File: src/rtl/ram_bridge_pkg.sv
// rtl/ram_bridge_pkg.sv - shared types and constants for the RAM data-port bridge
package ram_bridge_pkg;

  typedef enum logic {IDLE, BUSY} state_e;

  typedef struct packed {
    logic [3:0] be;
    logic [1:0] offset;
    logic [3:0] rest;
  } seg_t;

  // Fibonacci taps 8,6,5,4 expressed as bit positions 7,5,4,3
  localparam logic [7:0] LFSR_TAPS = 8'b1011_1000;

  function automatic logic [31:0] lane_mask(input logic [3:0] be);
    return {{8{be[3]}}, {8{be[2]}}, {8{be[1]}}, {8{be[0]}}};
  endfunction

endpackage

File: src/rtl/ram_be_split.sv
// rtl/ram_be_split.sv - picks the next RAM segment from a remaining byte-enable mask
module ram_be_split
  import ram_bridge_pkg::*;
(
  input  logic [3:0] mask,
  output seg_t       seg
);

  logic [3:0] be;
  logic [1:0] offset;

  // Lowest set lane wins; pairs only merge on an even lane boundary
  always_comb begin
    be     = 4'b0000;
    offset = 2'd0;
    if (mask == 4'b1111) begin
      be = 4'b1111;
    end else if (mask[0]) begin
      be = mask[1] ? 4'b0011 : 4'b0001;
    end else if (mask[1]) begin
      be     = 4'b0010;
      offset = 2'd1;
    end else if (mask[2]) begin
      be     = mask[3] ? 4'b1100 : 4'b0100;
      offset = 2'd2;
    end else if (mask[3]) begin
      be     = 4'b1000;
      offset = 2'd3;
    end
  end

  assign seg = {be, offset, mask & ~be};

endmodule

File: src/rtl/ram_data_master.sv
// rtl/ram_data_master.sv - splits core data-bus requests into word/halfword/byte RAM accesses
module ram_data_master
  import ram_bridge_pkg::*;
#(
  parameter int unsigned ADDR_WIDTH = 8,
  parameter bit          STALL_EN   = 1'b0,
  parameter logic [7:0]  LFSR_SEED  = 8'hA5
) (
  input  logic                  clk,
  input  logic                  rst_n,
  input  logic                  data_req_i,
  output logic                  data_gnt_o,
  output logic                  data_rvalid_o,
  input  logic [31:0]           data_addr_i,
  input  logic                  data_we_i,
  input  logic [3:0]            data_be_i,
  input  logic [31:0]           data_wdata_i,
  output logic [31:0]           data_rdata_o,
  output logic                  ram_en_o,
  output logic [ADDR_WIDTH-1:0] ram_addr_o,
  output logic                  ram_we_o,
  output logic [3:0]            ram_be_o,
  output logic [31:0]           ram_wdata_o,
  input  logic [31:0]           ram_rdata_i
);

  state_e                state;
  logic [ADDR_WIDTH-1:0] base_q;
  logic                  we_q;
  logic [3:0]            be_q;
  logic [3:0]            rest_q;
  logic [31:0]           wdata_q;
  logic [31:0]           acc_q;
  logic                  rvalid_q;
  logic                  rd_pend_q;
  logic [3:0]            rd_lanes_q;
  logic [7:0]            lfsr_q;

  logic                  idle, stall, issue, last;
  logic [ADDR_WIDTH-1:0] base_in, base;
  logic [31:0]           rd_mask, acc_merged;
  seg_t                  seg;
  logic                  unused_addr;

  assign unused_addr = ^{data_addr_i[31:ADDR_WIDTH], data_addr_i[1:0]};

  assign idle    = (state == IDLE);
  assign stall   = STALL_EN ? lfsr_q[0] : 1'b0;
  // Gated by rst_n so every output drops the moment reset asserts
  assign data_gnt_o = rst_n && idle && data_req_i && !stall;
  assign base_in = {data_addr_i[ADDR_WIDTH-1:2], 2'b00};
  assign base    = idle ? base_in : base_q;

  ram_be_split u_split (
    .mask (idle ? data_be_i : rest_q),
    .seg  (seg)
  );

  assign issue = idle ? (data_gnt_o && (seg.be != 4'b0000)) : 1'b1;
  assign last  = (idle ? data_gnt_o : 1'b1) && (seg.rest == 4'b0000);

  assign ram_en_o    = issue;
  assign ram_addr_o  = issue ? base + ADDR_WIDTH'(seg.offset) : '0;
  assign ram_we_o    = issue && (idle ? data_we_i : we_q);
  assign ram_be_o    = issue ? seg.be : 4'b0000;
  assign ram_wdata_o = issue ? (idle ? data_wdata_i : wdata_q) : 32'h0;

  // The last segment's data arrives in the rvalid cycle, so merge it on the fly
  assign rd_mask       = lane_mask(rd_lanes_q);
  assign acc_merged    = rd_pend_q ? ((acc_q & ~rd_mask) | (ram_rdata_i & rd_mask)) : acc_q;
  assign data_rvalid_o = rvalid_q;
  assign data_rdata_o  = (rvalid_q && !we_q) ? (acc_merged & lane_mask(be_q)) : 32'h0;

  always_ff @(posedge clk or negedge rst_n) begin
    if (!rst_n) begin
      state      <= IDLE;
      base_q     <= '0;
      we_q       <= 1'b0;
      be_q       <= 4'b0000;
      rest_q     <= 4'b0000;
      wdata_q    <= 32'h0;
      acc_q      <= 32'h0;
      rvalid_q   <= 1'b0;
      rd_pend_q  <= 1'b0;
      rd_lanes_q <= 4'b0000;
      lfsr_q     <= LFSR_SEED;
    end else begin
      if (STALL_EN) begin
        lfsr_q <= {lfsr_q[6:0], ^(lfsr_q & LFSR_TAPS)};
      end
      rvalid_q   <= last;
      rd_pend_q  <= issue && !ram_we_o;
      rd_lanes_q <= seg.be;
      acc_q      <= acc_merged;
      case (state)
        IDLE: begin
          if (data_gnt_o) begin
            base_q  <= base_in;
            we_q    <= data_we_i;
            be_q    <= data_be_i;
            wdata_q <= data_wdata_i;
            rest_q  <= seg.rest;
            if (seg.rest != 4'b0000) state <= BUSY;
          end
        end
        BUSY: begin
          rest_q <= seg.rest;
          if (seg.rest == 4'b0000) state <= IDLE;
        end
        default: state <= IDLE;
      endcase
    end
  end

endmodule

File: config.mk
export PLATFORM = sky130hd
export DESIGN_NAME = ram_data_master
export DESIGN_NICKNAME = d
export VERILOG_FILES = /design/src/rtl/ram_bridge_pkg.sv /design/src/rtl/ram_be_split.sv /design/src/rtl/ram_data_master.sv
export SDC_FILE = /design/constraint.sdc
export NUM_CORES = 1
export LEC_CHECK = 0
export BUFFER_PORTS_ARGS = -buffer_cell sky130_fd_sc_hd__buf_2
export CORE_ASPECT_RATIO = 0.7
export CORE_MARGIN = 1.5
export CORE_UTILIZATION = 45
export CTS_CLUSTER_DIAMETER = 120
export DETAILED_ROUTE_END_ITERATION = 6
export PLACE_DENSITY = 0.77
export SYNTH_ARGS = -nofsm -noshare
export SYNTH_HDL_FRONTEND = slang
export SYNTH_SLANG_ARGS = --single-unit
File: constraint.sdc
create_clock -name clk -period 4.1 [get_ports clk]
set_clock_uncertainty 0.15 [all_clocks]
set_input_delay 0.41 -clock clk [delete_from_list [all_inputs] [get_ports clk]]
set_output_delay 0.41 -clock clk [all_outputs]
set_load 0.01 [all_outputs]
After elaboration in Yosys (flattened, before gate mapping)
Cells that the tools add are included.
W data, S select, Z words.
- $add $sub $neg: 1
- multipliers: 0
- divide/modulo/power cells: 0
- order comparisons: 0
- equal/unequal tests: 2
- shifts and indexed selects: 0
- multiplexer cells: 29
- bitwise operators: 8
- reductions and logical operators: 13
- operator list (cell ; count):
    $mux W32 ; 4
    $and A32 B32 Y32 ; 3
    $mux W4 ; 9
    $not A32 Y32 ; 1
    $or A32 B32 Y32 ; 1
    $mux W8 ; 2
    $mux W2 ; 6
    $add A8 B2 Y8 ; 1
    $pmux W4 S2 ; 1
    $reduce_bool A4 Y1 ; 2
    $logic_and A1 B1 Y1 ; 7
    $mux W1 ; 6
    $and A4 B4 Y4 ; 1
    $eq A4 B4 Y1 const B ; 1
    $logic_not A4 Y1 ; 1
    $not A4 Y4 ; 1
    $logic_not A1 Y1 ; 2
    $ne A2 B2 Y1 const B ; 1
    $pmux W1 S2 ; 1
    $reduce_and A2 Y1 ; 1
    $not A1 Y1 ; 1
- register bits: 86
- bits in latches: 0
- bits in writable memories: 0
- bits in read-only memories: 0
- input bits: 104
- output and inout port bits: 80
- word-level logic and storage cells: 63
- memories kept: 0

Longest topological paths before layout
Gate-level depths: netlist of run 1.
- depth after elaboration: 12
- gate-level depth with buffers: 7
- depth with buffers taken out: 5

Cells and area by module
From an unflattened synthesis of run 1, not the netlist that was laid out.
- cells, all modules: 420
- area, all modules: 4847.1 um2
- by module, submodules not included (module ; instances ; cells an instance ; area each (um2) ; sequential area each (um2)):
    ram_data_master ; 1 ; 403 ; 4752.1 ; 2152.1
    ram_be_split ; 1 ; 17 ; 95.1 ; 0.0

Worst setup path before layout of run 1
Ideal clock, no wire load.
- path kind: reg-to-output
- start point: reg state
- end point: out ram_wdata_o[23]
- arrival: 1.540 ns
- required time: 3.540 ns
- path slack: 2.000 ns
- stages on the path, launching flop included: 6
- path buffers: 2
- cell sequence: dfrtp_1 > buf_2 > or4_1 > o21bai_4 > buf_2 > nor2_1
- cells in the longest elaborated chain, start to end: 10
- elaborated cells between the ends (all ways): 17
- those cells by class: eq/ne: 1; mux: 11; bitwise: 1; reduce/logical: 4
- ends and longest elaborated chain (what ; line ; RTL):
    from (decl) ; ram_data_master.sv:27 ; state_e state;
    from (signal assigned) ; ram_data_master.sv:76 ; state <= IDLE;
    from (signal assigned) ; ram_data_master.sv:103 ; if (seg.rest != 4'b0000) state <= BUSY;
    from (signal assigned) ; ram_data_master.sv:108 ; if (seg.rest == 4'b0000) state <= IDLE;
    $mux W4 ; ram_data_master.sv:55 ; .mask (idle ? data_be_i : rest_q),
    $mux W4, on equally long branches ; ram_be_split.sv:26, ram_be_split.sv:24 ;
    $mux W4 ; ram_be_split.sv:23 ; end else if (mask[2]) begin
    $mux W4 ; ram_be_split.sv:20 ; end else if (mask[1]) begin
    $mux W4 ; ram_be_split.sv:18 ; end else if (mask[0]) begin
    $mux W4 ; ram_be_split.sv:16 ; if (mask == 4'b1111) begin
    $reduce_bool A4 Y1 ; ram_data_master.sv:59 ; assign issue = idle ? (data_gnt_o && (seg.be != 4'b0000)) : 1'b1;
    $logic_and A1 B1 Y1 ; ram_data_master.sv:59 ;
    $mux W1 ; ram_data_master.sv:59 ;
    $mux W32 (*) ; ram_data_master.sv:66 ; assign ram_wdata_o = issue ? (idle ? data_wdata_i : wdata_q) : 32'h0;
    to (decl) ; ram_data_master.sv:23 ; output logic [31:0] ram_wdata_o,
Every way passes the cells marked *; elsewhere a longest branch is shown, timed or not.

Worst setup path after layout of run 1
- start point: in rst_n
- end point: out ram_be_o[1]
- cells in the longest elaborated chain, start to end: 5
- ends and longest elaborated chain (what ; line ; RTL):
    from (decl) ; ram_data_master.sv:10 ; input logic rst_n,
    $logic_and A1 B1 Y1 (2 in series) ; ram_data_master.sv:50 ; assign data_gnt_o = rst_n && idle && data_req_i && !stall;
    $logic_and A1 B1 Y1 ; ram_data_master.sv:59 ;
    $mux W1 ; ram_data_master.sv:59 ;
    $mux W4 ; ram_data_master.sv:65 ; assign ram_be_o = issue ? seg.be : 4'b0000;
    to (decl) ; ram_data_master.sv:22 ; output logic [3:0] ram_be_o,
Every way passes these cells.

==> summary.md, run 1 <==
| Metric | Value |
|---|---|
| H-tree depth | `3` |
| Crit share post-route | `79.2%` |
| CP cell instances | `dlygate4sd3_1 -> buf_4 -> a21oi_1 -> o21bai_4 -> buf_4 -> nor2_1 -> buf_2` |
| Root buf cell | `clkbuf_16` |
| Worst path bufs/invs | `4` |
| CP required | `3540 ps` |
| DP Worst Slack | `1380 ps` |
| Routed vias | `3477` |
| Synthesized net count | `529` |
| CP top delay family | `buffers and inverters` |
| Relative slew slack | `37.4%` |
| Vias in the first global route | `3409` |
| Worst path most repeated cell | `buf_4` |
| Worst R2R Start | `state` |
| Clk_lat worst skew | `330 ps` |
| Post-CTS setup buffers | `0` |
| Synth top area share | `52.3%` |
| P per Cell Area | `525 mW/mm2` |
| Setup violators final | `0` |
| Worst setup SP type | `input port` |
| Slowest stage delay, CP | `540 ps` |
| Clock Path Buffers | `2` |
| Final Hold Fails | `0` |
| GRT Overall Usage | `21.1%` |
| Final antenna-violating net count | `0` |
| Seq/Total Area, Yosys | `52.3%` |
| Pin count of the biggest net entering global routing | `75` |
| Die area | `0.00973 mm2` |
| Die height | `83.0 um` |
| Post-cts sizing count | `0` |
| Ys flop type | `dfrtp_1` |
| Core area | `0.00865 mm2` |
| CTS clk-pin slew, worst paths | `60 ps` |
| DR WL/cell | `14.2 um` |
| Kind of critical path | `input port to primary output` |
| Xor-xnor portion of the synthesized cell area | `0%` |
| First-pass GRT wire length | `16100 um` |
| GPL Wtd Cong | `0.763` |
| Arr. time, crit path | `2690 ps` |
| Synth cell types | `22` |
| Syn Area/Cell | `9.68 um2` |
| CTS tree | `built` |
| HP Class | `input port to flip-flop` |
| Unrepaired setup endpoints after global routing | `no` |
| WL final | `9980 um` |
| Crit path from | `rst_n` |
| EDFF count, synth | `0` |
| Maxcap violations | `0` |
| CTS Buf Count | `9` |
| Peak Freq | `308 MHz` |
| Multi-input gate area | `0.00186 mm2` |
| CTS sink cnt | `86` |
| Main combinational cell family by area after synthesis | `simple AND/OR/NAND/NOR gates` |
| Vias per cell | `4.93` |
| Starting density of the core | `47.5%` |
| Core Util, Final | `61.5%` |
| Storage element area | `0.00215 mm2` |
| Max Slew Vio Count | `0` |
| Simple-gate share of the synthesized area | `23.8%` |
| Endpoint type of the worst setup path | `primary output` |
| Worst Max-Slew Pin Slew | `939 ps` |
| IO Pins | `184` |
| Synth area leaders | `dfrtp_1 (52%), nand2_1 (13%), mux2i_1 (10%)` |
| Share of post-route cells with drive strength above 1 | `36.9%` |
| GRT Residual Overflow | `0` |
| Antenna violations before repair | `0` |
| Setup ws final | `852 ps` |
| Hold_sp | `data_wdata_i[21]` |
| Syn Inst Count | `425` |
| Synth-to-layout area growth | `29.4%` |
| Pleak | `2.81 nW` |
| Die Wd | `117 um` |
| I/O Buffers | `157` |
| Fin nets | `684` |
| Ys Warns | `0` |
| 1st-iter DRT viols | `217` |
| Compound-Gate Fraction of Synth Area | `1.61%` |
| Hold Worst Slack | `128 ps` |
| Multiplexer share of the synthesized area | `19.8%` |
| DR pass1 iterations | `4` |
| Max IR drop VDD | `302 uV` |
| Number of synthesized register bits | `86` |
| Rows | `28` |
| Post-synthesis adder-cell area fraction | `0%` |
| CP max stage cell | `dlygate4sd3_1` |
| Yosys top cell by area | `dfrtp_1` |
| Total power | `2.79 mW` |
| Hpwl dp | `7110 um` |
| DR DRC count | `0` |
| Fill cells | `728` |
| Async SR Flop Fraction | `100%` |
| Synthesized area | `0.00411 mm2` |
| Sum Neg Setup Slack | `0 ps` |
| Diode count | `0` |
| Count leader, synth | `nand2_1` |
| Worst-path maximum fanout | `33` |
| Outcome | `finished, final reports clean` |
| Period minus WS final | `3250 ps` |
| Post-synth top cells | `nand2_1 (138), dfrtp_1 (86), nor2_1 (48), mux2i_1 (43), nor2b_1 (35)` |
| CTS Hold Bufs | `1` |
## sequential cells by signal, indices dropped and copies added, names as in the netlist
name and flops:
rest_q 4, rd_pend_q 1, wdata_q 32, state 1, rd_lanes_q 4, acc_q 32
base_q 6, we_q 1, be_q 4, data_rvalid_o 1
## final cells by class
cell class              count  area share [%]
flip-flops and latches     86            40.5
multi-input cells         316            34.9
repair buffers            163            15.7
clock buffers              11            4.75
well taps                 120            2.82
clock inverters             5            1.08
inverters                   4           0.282
## cells by family (layout without fill, tap and decap cells)
| family | count (synthesis) | after routing |
|---|---|---|
| AND/OR/NAND/NOR | 231 | 231 |
| buffers and inverters | 23 | 183 |
| multiplexers | 77 | 77 |
| AO/OA/AOI/OAI | 8 | 8 |
| flip-flops | 86 | 86 |
## layer usage
layer | vias to the layer above | wire length (um) | GRT usage (%)
met5 | - | 0 | 0
met4 | 0 | 212 | 7.89
met3 | 18 | 573 | 5.40
met2 | 112 | 4800 | 34.4
met1 | 1667 | 4390 | 27.0
li1 | 1680 | - | -
## tightest hold or removal path: stages
cell and delay, ps:
buf_2 90, nand2_1 40, nand2_1 40
## worst paths after layout
kind / endpoint / slack, ps / depth (start not counted)
worst max-delay path: ram_be_o[1] / 850 / 7
worst min-delay path: wdata_q[21] / 130 / 3
worst max register to register: rest_q[3] / 1770 / 5
worst min register to register: wdata_q[27] / 320 / 2
max in group asynchronous: wdata_q[31] / 2300 / 3
min in group asynchronous: we_q / 320 / 2
## report_power, final
part | internal, mW | switching, mW
clock | 0.505 | 0.324
sequential | 1.11 | 0.103
combinational | 0.373 | 0.378
total | 1.99 | 0.805
## placed cells by master (no fill, tap or decap)
| master | netlist | routed |
|---|---|---|
| nor2b_1 | 35 | 35 |
| a211oi_1 | 2 | 2 |
| a21oi_1 | 3 | 3 |
| or2_2 | 1 | 1 |
| clkinv_2 | 0 | 2 |
| or4_1 | 1 | 1 |
| a21o_1 | 1 | 1 |
| buf_2 | 13 | 156 |
| nor3_1 | 4 | 4 |
| clkbuf_8 | 0 | 2 |
| dfrtp_2 | 0 | 1 |
| clkinv_4 | 0 | 2 |
| a32o_1 | 1 | 1 |
| inv_1 | 2 | 2 |
| o21bai_4 | 1 | 1 |
| bufinv_16 | 0 | 1 |
| clkinv_1 | 1 | 1 |
| buf_4 | 0 | 6 |
| inv_2 | 1 | 1 |
| clkbuf_16 | 0 | 9 |
| nor2_1 | 48 | 48 |
| mux2_2 | 34 | 34 |
| mux2i_1 | 43 | 43 |
| and2_1 | 2 | 2 |
| nor4_1 | 1 | 1 |
| dfrtp_1 | 86 | 85 |
| nand2_1 | 138 | 138 |
| dlygate4sd3_1 | 0 | 1 |
| nand4b_1 | 1 | 1 |
## per-stage QoR
step	cell area [um2]	cells
after floorplan	4110	425
after global placement	5000	688
final	5320	705
after CTS	5320	705
after detailed placement	5000	688
after global routing	5320	705
Power figures use the tool's default switching activity.
==> run 2: changes to the inputs <==
CORE_UTILIZATION = 43   (was 45)
clock period = 2.8 ns   (was 4.1 ns; I/O delays follow)
==> summary.md, run 2 (synthesis gave the netlist of run 1 again) <==
| Metric | Value |
|---|---|
| Outcome | `finished, final reports clean` |
| GRT Residual Overflow | `0` |
| CTS Buf Count | `9` |
| DP Worst Slack | `403 ps` |
| Die Wd | `120 um` |
| Final Hold Fails | `0` |
| P per Cell Area | `747 mW/mm2` |
| Worst setup SP type | `flip-flop` |
| Maxcap violations | `0` |
| Worst R2R Setup Slack | `720 ps` |
| Share of post-route cells with drive strength above 1 | `36.0%` |
| Worst r2r dst | `rest_q[2]` |
| Relative slew slack | `35.0%` |
| Arr. time, crit path | `2170 ps` |
| CP required | `2370 ps` |
| Core area | `0.00918 mm2` |
| Setup ws final | `202 ps` |
| Hold_sp | `data_wdata_i[15]` |
| Antenna violations before repair | `0` |
| 1st-iter DRT viols | `156` |
| Storage element area | `0.00215 mm2` |
| Worst-path maximum fanout | `12` |
| Endpoint type of the worst setup path | `primary output` |
| Commonest non-fill, non-tap cell in the layout | `buf_2` |
| Diode count | `0` |
| Clk_lat worst skew | `330 ps` |
| GRT Overall Usage | `21.0%` |
| Starting density of the core | `44.8%` |
| I/O Buffers | `157` |
| Core Util, Final | `61.1%` |
| H-tree depth | `3` |
| Unrepaired setup endpoints after global routing | `no` |
| Largest registers | `acc_q (32), wdata_q (32), base_q (6)` |
| Root buf cell | `clkbuf_16` |
| Clock Path Buffers | `2` |
| Period minus WS final | `2600 ps` |
| Vias per cell | `4.77` |
| Hpwl dp | `7090 um` |
| Crit path from | `state` |
| Vias in the first global route | `3572` |
| CP max stage cell | `dfrtp_2` |
| Sum Neg Setup Slack | `0 ps` |
| Pin count of the biggest net entering global routing | `81` |
| Peak Freq | `385 MHz` |
| HP Class | `input port to flip-flop` |
| DR DRC count | `0` |
| WL final | `10300 um` |
| CTS sink cnt | `86` |
| Setup violators final | `0` |
| Die area | `0.0102 mm2` |
| Worst path bufs/invs | `2` |
| CP Depth | `6` |
| Kind of critical path | `flip-flop to primary output` |
| First-pass GRT wire length | `16700 um` |
| GPL Wtd Cong | `0.839` |
| Max Slew Vio Count | `0` |
| Routed vias | `3509` |
| Fill cells | `793` |
| CP cell instances | `mux2i_2 -> inv_1 -> nor2_1 -> nor2_1 -> nor3_1 -> buf_2` |
| Worst Setup EP | `ram_be_o[2]` |
| CTS tree | `built` |
| Most frequent cells in the layout | `buf_2 (156), nand2_1 (138), dfrtp_1 (85)` |
| Multi-input gate area | `0.00187 mm2` |
| IO Pins | `184` |
| DR pass1 iterations | `4` |
| Crit share post-route | `92.8%` |
| CP top delay family | `simple AND/OR/NAND/NOR gates` |
| Worst Max-Slew Pin Slew | `976 ps` |
| Rows | `29` |
| Fin nets | `711` |
| Worst path most repeated cell | `nor2_1` |
| Synth-to-layout area growth | `36.4%` |
| DR WL/cell | `14.0 um` |
| Total power | `4.19 mW` |
| Worst R2R Path Depth | `5` |
| Max IR drop VDD | `611 uV` |
| Die height | `84.8 um` |
| Worst R2R Start | `state` |
| CTS clk-pin slew, worst paths | `60 ps` |
| Slowest stage delay, CP | `520 ps` |
| Pleak | `2.93 nW` |
| Final antenna-violating net count | `0` |
==> run 2: cell count changes in the layout (fill, tap and decap cells not counted) <==
cell	previous run	this run
buf_4	6	9
bufinv_16	1	2
clkinv_4	2	0
dlygate4sd3_1	1	25
mux2i_1	43	41
mux2i_2	0	2
==> run 2: per-layer routing <==
layer | global-route usage (%) | vias to the layer above | routed length (um)
met5 | 0 | - | 0
met4 | 8.12 | 0 | 170
met3 | 5.98 | 13 | 689
met2 | 35.7 | 124 | 4960
met1 | 25.6 | 1647 | 4430
li1 | - | 1725 | -
==> run 2: how the worst min path moves through the flow <==
stage / end / cells past startpoint
floorplan: acc_q[0] / 0
global placement: rest_q[3] / 1
detailed placement: rest_q[3] / 1
CTS: wdata_q[8] / 3
global route: wdata_q[15] / 3
finish: wdata_q[15] / 3
==> run 2: stage by stage <==
step / instance area (um2) / instances / hold WS, ps
3_5_place_dp: 5020 / 694 / -37.4
3_3_place_gp: 5020 / 694 / -41.1
2_1_floorplan: 4110 / 425 / -166
5_1_grt: 5610 / 735 / 0.286
6_report: 5610 / 735 / 13.6
4_1_cts: 5600 / 734 / 0.863
==> run 2: final cells by class <==
type                       count  share of cell area (%)
sequential                    86                    38.4
inverter                       4                   0.268
timing repair buffer         190                    19.6
clock buffer                  11                    4.50
clock inverter                 4                    1.25
multi-input combinational    316                    33.3
tap                          124                    2.77
==> run 2: worst reg2reg max path: stages, from the launching register on <==
cell and delay [ps]:
dfrtp_2 510, or4_1 610, o21bai_4 200, buf_4 210, inv_2 60, a32o_1 240
==> run 2: what timing repair did <==
action                                  4_1_cts  5_1_grt
setup buffers                                 0        1
hold buffers                                 25        0
endpoints found under the hold margin        30        0
resized for setup                             0        2
endpoints found under the setup margin        0       34
==> run 2: power breakdown <==
group | total [mW] | leakage, nW | switching, mW | internal (mW)
combinational | 1.14 | 1.72 | 0.565 | 0.579
clock | 1.27 | 0.161 | 0.448 | 0.821
sequential | 1.78 | 1.05 | 0.150 | 1.63
total | 4.19 | 2.93 | 1.16 | 3.03
